## config.mk

```make
export PLATFORM = sky130hd
export DESIGN_NAME = uart_tx_sched
export DESIGN_NICKNAME = d
export VERILOG_FILES = /design/src/rtl/uart_tx_sched.sv
export SDC_FILE = /design/constraint.sdc
export NUM_CORES = 1
export LEC_CHECK = 0
export ABC_CLOCK_PERIOD_IN_PS = 4200
export CAP_MARGIN = 0
export CELL_PAD_IN_SITES_DETAIL_PLACEMENT = 1
export CELL_PAD_IN_SITES_GLOBAL_PLACEMENT = 2
export CORE_ASPECT_RATIO = 0.6
export CORE_MARGIN = 3
export CORE_UTILIZATION = 27
export DETAILED_ROUTE_END_ITERATION = 8
export GPL_TIMING_DRIVEN = 0
export PLACE_DENSITY_LB_ADDON = 0.3
export SLEW_MARGIN = 10
export SYNTH_ARGS = -nofsm -noshare
export SYNTH_HDL_FRONTEND = slang
export SYNTH_SLANG_ARGS = --single-unit
```

## constraint.sdc

```tcl
create_clock -name clk -period 4.2 [get_ports clk]
set_input_delay 0.63 -clock clk [delete_from_list [all_inputs] [get_ports clk]]
set_output_delay 0.63 -clock clk [all_outputs]
set_load 0.01 [all_outputs]
```

## src/rtl/uart_tx_sched.sv

```systemverilog
// Round-robin scheduler sharing one uart_tx among NREQ byte requesters,
// with packet locking (req_last), optional inter-frame gap and done watchdog.
module uart_tx_sched #(
    parameter int unsigned NREQ       = 4,
    parameter int unsigned GAP_CYCLES = 0,
    parameter int unsigned DONE_TMO   = 0,
    localparam int unsigned IDW       = $clog2(NREQ)
) (
    input  logic                 clk,
    input  logic                 rst_n,
    input  logic [NREQ-1:0]      req_valid,
    input  logic [8*NREQ-1:0]    req_data,
    input  logic [NREQ-1:0]      req_last,
    output logic [NREQ-1:0]      req_ready,
    output logic [7:0]           tx_d_in,
    output logic                 tx_en,
    input  logic                 tx_busy,
    input  logic                 tx_done,
    output logic [IDW-1:0]       grant_id,
    output logic                 active,
    output logic                 locked,
    output logic [15:0]          frame_cnt,
    output logic                 tmo_err
);

    localparam int unsigned GAPW = 16;
    localparam int unsigned TMOW = 32;

    localparam logic [1:0] S_IDLE      = 2'd0;
    localparam logic [1:0] S_WAIT_DONE = 2'd1;
    localparam logic [1:0] S_GAP       = 2'd2;

    logic [1:0]      state, state_d;
    logic [IDW-1:0]  rr_ptr, rr_ptr_d;
    logic [GAPW-1:0] gap_cnt, gap_cnt_d;
    logic [TMOW-1:0] tmo_cnt, tmo_cnt_d;

    logic [NREQ-1:0] req_ready_d;
    logic [7:0]      tx_d_in_d;
    logic            tx_en_d;
    logic [IDW-1:0]  grant_id_d;
    logic            active_d;
    logic            locked_d;
    logic [15:0]     frame_cnt_d;
    logic            tmo_err_d;

    logic [NREQ-1:0] elig_c;
    logic [IDW-1:0]  idx_c;
    logic [IDW-1:0]  win_c;
    logic            found_c;
    logic [7:0]      win_byte_c;

    // A held packet lock restricts eligibility to the current owner
    always_comb begin
        elig_c = locked ? (req_valid & (NREQ'(1) << grant_id)) : req_valid;
    end

    // Round-robin search starting just after the last winner
    always_comb begin
        found_c = 1'b0;
        win_c   = '0;
        idx_c   = '0;
        for (int unsigned k = 1; k <= NREQ; k++) begin
            idx_c = IDW'((32'(rr_ptr) + k) % NREQ);
            if (!found_c && elig_c[idx_c]) begin
                found_c = 1'b1;
                win_c   = idx_c;
            end
        end
        win_byte_c = req_data[{win_c, 3'b000} +: 8];
    end

    // Next-state and next-output logic
    always_comb begin
        state_d     = state;
        rr_ptr_d    = rr_ptr;
        gap_cnt_d   = gap_cnt;
        tmo_cnt_d   = tmo_cnt;
        req_ready_d = '0;
        tx_d_in_d   = tx_d_in;
        tx_en_d     = 1'b0;
        grant_id_d  = grant_id;
        active_d    = active;
        locked_d    = locked;
        frame_cnt_d = frame_cnt;
        tmo_err_d   = 1'b0;

        case (state)
            S_IDLE: begin
                if (!tx_busy && found_c) begin
                    tx_d_in_d   = win_byte_c;
                    grant_id_d  = win_c;
                    rr_ptr_d    = win_c;
                    locked_d    = ~req_last[win_c];
                    req_ready_d = NREQ'(1) << win_c;
                    tx_en_d     = 1'b1;
                    active_d    = 1'b1;
                    tmo_cnt_d   = '0;
                    state_d     = S_WAIT_DONE;
                end
            end
            S_WAIT_DONE: begin
                if (tx_done) begin
                    frame_cnt_d = frame_cnt + 16'd1;
                    active_d    = 1'b0;
                    gap_cnt_d   = '0;
                    state_d     = (GAP_CYCLES != 0) ? S_GAP : S_IDLE;
                end else if ((DONE_TMO != 0) && (tmo_cnt == TMOW'(DONE_TMO - 1))) begin
                    tmo_err_d = 1'b1;
                    locked_d  = 1'b0;
                    active_d  = 1'b0;
                    state_d   = S_IDLE;
                end else begin
                    tmo_cnt_d = tmo_cnt + TMOW'(1);
                end
            end
            S_GAP: begin
                if (gap_cnt == GAPW'(GAP_CYCLES - 1)) begin
                    state_d = S_IDLE;
                end else begin
                    gap_cnt_d = gap_cnt + GAPW'(1);
                end
            end
            default: state_d = S_IDLE;
        endcase
    end

    // State, counters and registered outputs
    always_ff @(posedge clk or negedge rst_n) begin
        if (!rst_n) begin
            state     <= S_IDLE;
            rr_ptr    <= IDW'(NREQ - 1);
            gap_cnt   <= '0;
            tmo_cnt   <= '0;
            req_ready <= '0;
            tx_d_in   <= '0;
            tx_en     <= 1'b0;
            grant_id  <= '0;
            active    <= 1'b0;
            locked    <= 1'b0;
            frame_cnt <= '0;
            tmo_err   <= 1'b0;
        end else begin
            state     <= state_d;
            rr_ptr    <= rr_ptr_d;
            gap_cnt   <= gap_cnt_d;
            tmo_cnt   <= tmo_cnt_d;
            req_ready <= req_ready_d;
            tx_d_in   <= tx_d_in_d;
            tx_en     <= tx_en_d;
            grant_id  <= grant_id_d;
            active    <= active_d;
            locked    <= locked_d;
            frame_cnt <= frame_cnt_d;
            tmo_err   <= tmo_err_d;
        end
    end

endmodule
```

# Yosys cells after proc, flatten, opt, wreduce, memory -nomap -nowiden
# Cells that the tools add are included.
totals:
  ff_bits: 53
  out_inout_bits: 34
  elab_cells: 82
op_classes:
  n_addsub: 6
  n_lt_le_gt_ge: 5
  eq_ne: 7
  shifts: 3
  mux: 33
  bitwise: 2
  reduce_logical: 16
ops:
  columns: ["cell", "count"]
  rows:
  - ["$add A16 B1 Y16 const B", 2]
  - ["$mux W16", 2]
  - ["$pmux W16 S2", 1]
  - ["$shiftx A32 B6 Y8", 1]
  - ["$eq A16 B16 Y1 const B", 1]
  - ["$lt A2 B3 Y1 const B", 5]
  - ["$mux W2", 7]
  - ["$mux W1", 13]
  - ["$mux W4", 3]
  - ["$bmux W1 S2", 5]
  - ["$reduce_and A3 Y1", 3]
  - ["$ne A2 B2 Y1 const B", 4]
  - ["$shl A1 B2 Y4 const A", 2]
  - ["$pmux W2 S3", 1]
  - ["$add A2 B1 Y2 const B", 2]
  - ["$add A2 B2 Y2 const B", 2]
  - ["$and A4 B4 Y4", 1]
  - ["$logic_and A1 B1 Y1", 4]
  - ["$logic_not A1 Y1", 4]
  - ["$reduce_and A2 Y1", 2]
  - ["$reduce_bool A2 Y1", 2]
  - ["$eq A2 B1 Y1 const B", 1]
  - ["$eq A2 B2 Y1 const B", 1]
  - ["$logic_not A2 Y1", 1]
  - ["other kinds (2)", 2]

# Logic depth before layout (Yosys ltp)
logic_depth:
  ltp_word: 18
  mapped_depth: 8

# Worst setup path after synthesis
# No wires, ideal clock.
synth_timing:
  path_type: "in2reg"
  start: "input req_valid[1]"
  end: "register tx_d_in[0]"
  setup_time_ps: 139
  arrival_ps: 1857
  path_slack_ps: 2204
  path_stages: 7
  n_path_buf: 2
  cell_sequence: "nand2_1 > maj3_2 > a311o_1 > buf_6 > buf_6 > mux2i_1 > o221ai_1"
synth_via:
  elab_chain_cells: 16
  elab_cells_between_ends: 27
  cone_classes: "shift (1); mux (17); bitwise (1); reduce/logical (8)"
synth_lines:
  columns: ["item", "line", "rtl"]
  rows:
  - ["start: declaration", "11", "input logic [NREQ-1:0] req_valid,"]
  - ["$and A4 B4 Y4", "55", "elig_c = locked ? (req_valid & (NREQ'(1) << grant_id)) : req_valid;"]
  - ["$mux W4 *", "55", null]
  - ["branches (longest 14 deep; another with $bmux W1 S2)", null, null]
  - ["end signal: assignment", "149", "tx_d_in <= tx_d_in_d;"]
  - ["end: declaration", "15", "output logic [7:0] tx_d_in,"]
# Mark *: on every way between the ends. The select of a mux whose other input is x is not followed.
# A chain may end at the register's enable or synchronous reset.

# Final worst setup path
layout_timing:
  start: "input req_valid[3]"
  end: "register tx_d_in[6]"
# The elaborated chain is that of the path after synthesis.

==> impl_results.md <==
- Synth Instances: roughly 170
- Async set-reset flop share out of synthesis: 100%
- Reg clk slew, reported paths: ~0.080 ns
- Status: completed
- Min Clock Period, post-route: roughly 2.5 ns
- Total GRT Usage: about 15%
- Slew @ Worst Pin: 0.602 ns
- Clock sinks: 35
- Synth area leader: dfrtp_1
- Unrepaired setup endpoints after global routing: no
- Total gr overflow: 0
- Final WL: approximately 5.4 mm
- Crit path max fanout: 10
- Startpoint types: primary input
- Largest stage delay, worst path: about 0.60 ns
- Yosys warns: 0
- EDFF count, synth: 0
- Share of cells above drive strength 1: 8.73%
- Clock Skew: ~0.0086 ns
- Netlist cell types: 42
- Total CTS buffers: 5
- Pleak: ~0.0012 uW
- Clock root buffer: clkbuf_8
- CTS max path bufs: 2
- Number of detailed-route iterations in the first pass: 4
- Mapped Area: around 1800 um^2
- P&R area growth vs syn: 55.2%
- Max-Cap Viols: 0
- Critical path arrival: ~2.7 ns
- Critical Path, Cell by Cell: clkdlybuf4s50_1 > mux2i_1 > o22ai_1 > nor3b_1 > nand2_1 > buf_2 > o221ai_1
- Share of the synthesized area in the top cell type: between 40% and 50%
- FP Rows: 22
- Initial Util: ~29%
- ANT nets after route: 0
- Die Y: between 60 and 70 um
- IO Pins: just under 80
- Final Hold Vio Count: 0
- Critical Path End Type: register
- Mean Syn Cell Area: between 10 and 15 um^2
- Seq/Total Area, Yosys: roughly half
- Number of port buffers: 76
- DR iter-0 viols: 29
- Final setup fails: 0
- Data required time of the worst path: 4.40 ns
- # hold bufs at CTS: 0
- Relative max-transition margin: a little under 60%
- Post-Place Cells: 329
- Critical path class: primary input to register
- Achievable Freq: between 0.3 and 0.4 GHz
- WL/cell: 16.2 um
- Via Count: approximately 1600
- Top FF cell, synth: dfrtp_1
- Largest net degree at the start of global routing: 28
- Final nets: 297
- FF-to-FF setup slack: a little under 2 ns
- Min-Delay Path Class: primary input to async pin
- Drt drc: 0
- Ranking of synthesized cells by area: dfrtp_1 (46%), mux2i_1 (11%), xnor2_1 (6.4%)
- Period utilization: 59.7%
- Vias in the first global route: 1739
- Setup bufs post-CTS: 0
- Ant diodes: 0
- Htree depth: 2
- Final GP Congestion: between 0.7 and 0.8
- Die area: 7670 um^2
- Post-Layout Cell Count: approximately 340
- Max VDD drop: between 0.2 and 0.25 mV
- Die width: roughly 110 um
- Syn nets: between 200 and 250
- DP HPWL: around 4.4 mm
- Clock latency on the worst-skew pair: approximately 0.29 ns
- Vias per inst: approximately 4.7
- Slowest CP cell: clkdlybuf4s50_1
- Max Slew Vio Count: 0
- Post-synthesis register bit count: 35
- Resize count post-CTS: 0
- Core box area: approximately 6200 um^2
- Power per Cell Area: ~600 nW/um^2
- First-pass GRT wire length: 8.96 mm
- Setup TNS: 0 ns
- CTS tree: built
- Initial antenna violation count: 0
==> final cells by class <==
class | count | area (um^2)
fill | 702 | 3470
sequential | 35 | 878
multi-input combinational | 122 | 850
timing repair buffer | 77 | 776
tap | 84 | 105
clock buffer | 5 | 68.8
buffer | 5 | 38.8
clock inverter | 2 | 37.5
inverter | 6 | 22.5
==> cell families (layout without fill, tap and decap cells) <==
| kind of cell | Yosys count | after routing | share of synthesized area, % |
|---|---|---|---|
| compound gates | 30 | 30 | 12.9 |
| xor+xnor | 15 | 15 | 7.34 |
| fa+ha+maj | 2 | 2 | 1.33 |
| buf+inv | 11 | 95 | 3.43 |
| flops | 35 | 35 | 49.1 |
| mux | 21 | 21 | 11.8 |
| other cells | 1 | 1 | 0.210 |
| simple gates | 53 | 53 | 13.8 |
==> through the flow <==
stage / hold WS [ns] / total power [uW] / setup WS, ns / instance area [um^2] / util (%)
2_1_floorplan: 0.334 / 1030 / 2.20 / 1790 / -
3_3_place_gp: 0.464 / 1390 / 1.43 / 2660 / 42.5
3_5_place_dp: 0.470 / 1400 / 1.40 / 2670 / 42.7
4_1_cts: 0.178 / 1710 / 1.67 / 2780 / 44.4
5_1_grt: 0.181 / 1820 / 1.43 / 2780 / 44.4
6_report: 0.181 / 1690 / 1.69 / 2780 / 44.4
==> synth_stat cells, types with 2 or more instances <==
cell type	instances
dfrtp_1	33
nand2_1	23
mux2i_1	20
xnor2_1	13
nor2_1	9
o221ai_1	9
inv_1	5
nand4_1	5
o21ai_0	5
nand3_1	4
and3_1	3
nor3_1	3
a31o_2	2
buf_6	2
dfstp_2	2
nor3b_1	2
o21ai_1	2
xor2_1	2
==> worst max-delay path, delay by kind of cell <==
family	cells	cell delay (ns)
buffers and inverters	2	0.84
and+or+nand+nor	2	0.61
AOI/OAI and AO/OA	2	0.51
muxes	1	0.11
==> final timing paths <==
check | from | to | depth (start not counted)
setup / recovery | req_valid[3] | tx_d_in[6]$_DFFE_PN0P_ | 7
setup reg to reg | grant_id[0]$_DFFE_PN0P_ | tx_d_in[6]$_DFFE_PN0P_ | 7
max in group asynchronous | rst_n | rr_ptr[1]$_DFFE_PN1P_ | 2
hold / removal | rst_n | active$_DFFE_PN0P_ | 1
min in group clk | frame_cnt[15]$_DFFE_PN0P_ | frame_cnt[15]$_DFFE_PN0P_ | 1
hold reg to reg | frame_cnt[15]$_DFFE_PN0P_ | frame_cnt[15]$_DFFE_PN0P_ | 1
==> power by group <==
group          switching (uW)  internal (uW)
registers                 109            448
logic                     388            440
clock network             126            173
total                     623           1060
==> cell usage in the layout (no fill, tap or decap), drive strengths merged, types with 2 or more instances in the layout <==
master and instances:
clkdlybuf4s50 75, dfrtp 33, nand2 23, mux2i 20
xnor2 13, nor2 9, o221ai 9, o21ai 7
inv 6, clkbuf 6, buf 6, nand4 5
nand3 4, nor3 3, and3 3, a31o 2
nor3b 2, xor2 2, dfstp 2, a21boi 2
==> registers in the layout (all words and copies together), names as in the netlist <==
| register | count |
|---|---|
| req_ready | 4 |
| tx_d_in | 8 |
| rr_ptr | 2 |
| tx_en | 1 |
| frame_cnt | 16 |
| grant_id | 2 |
| active | 1 |
| locked | 1 |
==> layer usage <==
layer  up-vias  GRT usage, %  share of wire [%]
li1        768             -                  -
met1       779          21.8                 52
met2        28          21.0                 43
met3         8          3.60                3.3
met4         0          4.45                1.5
met5         -             0                  0
Power figures use the tool's default switching activity.
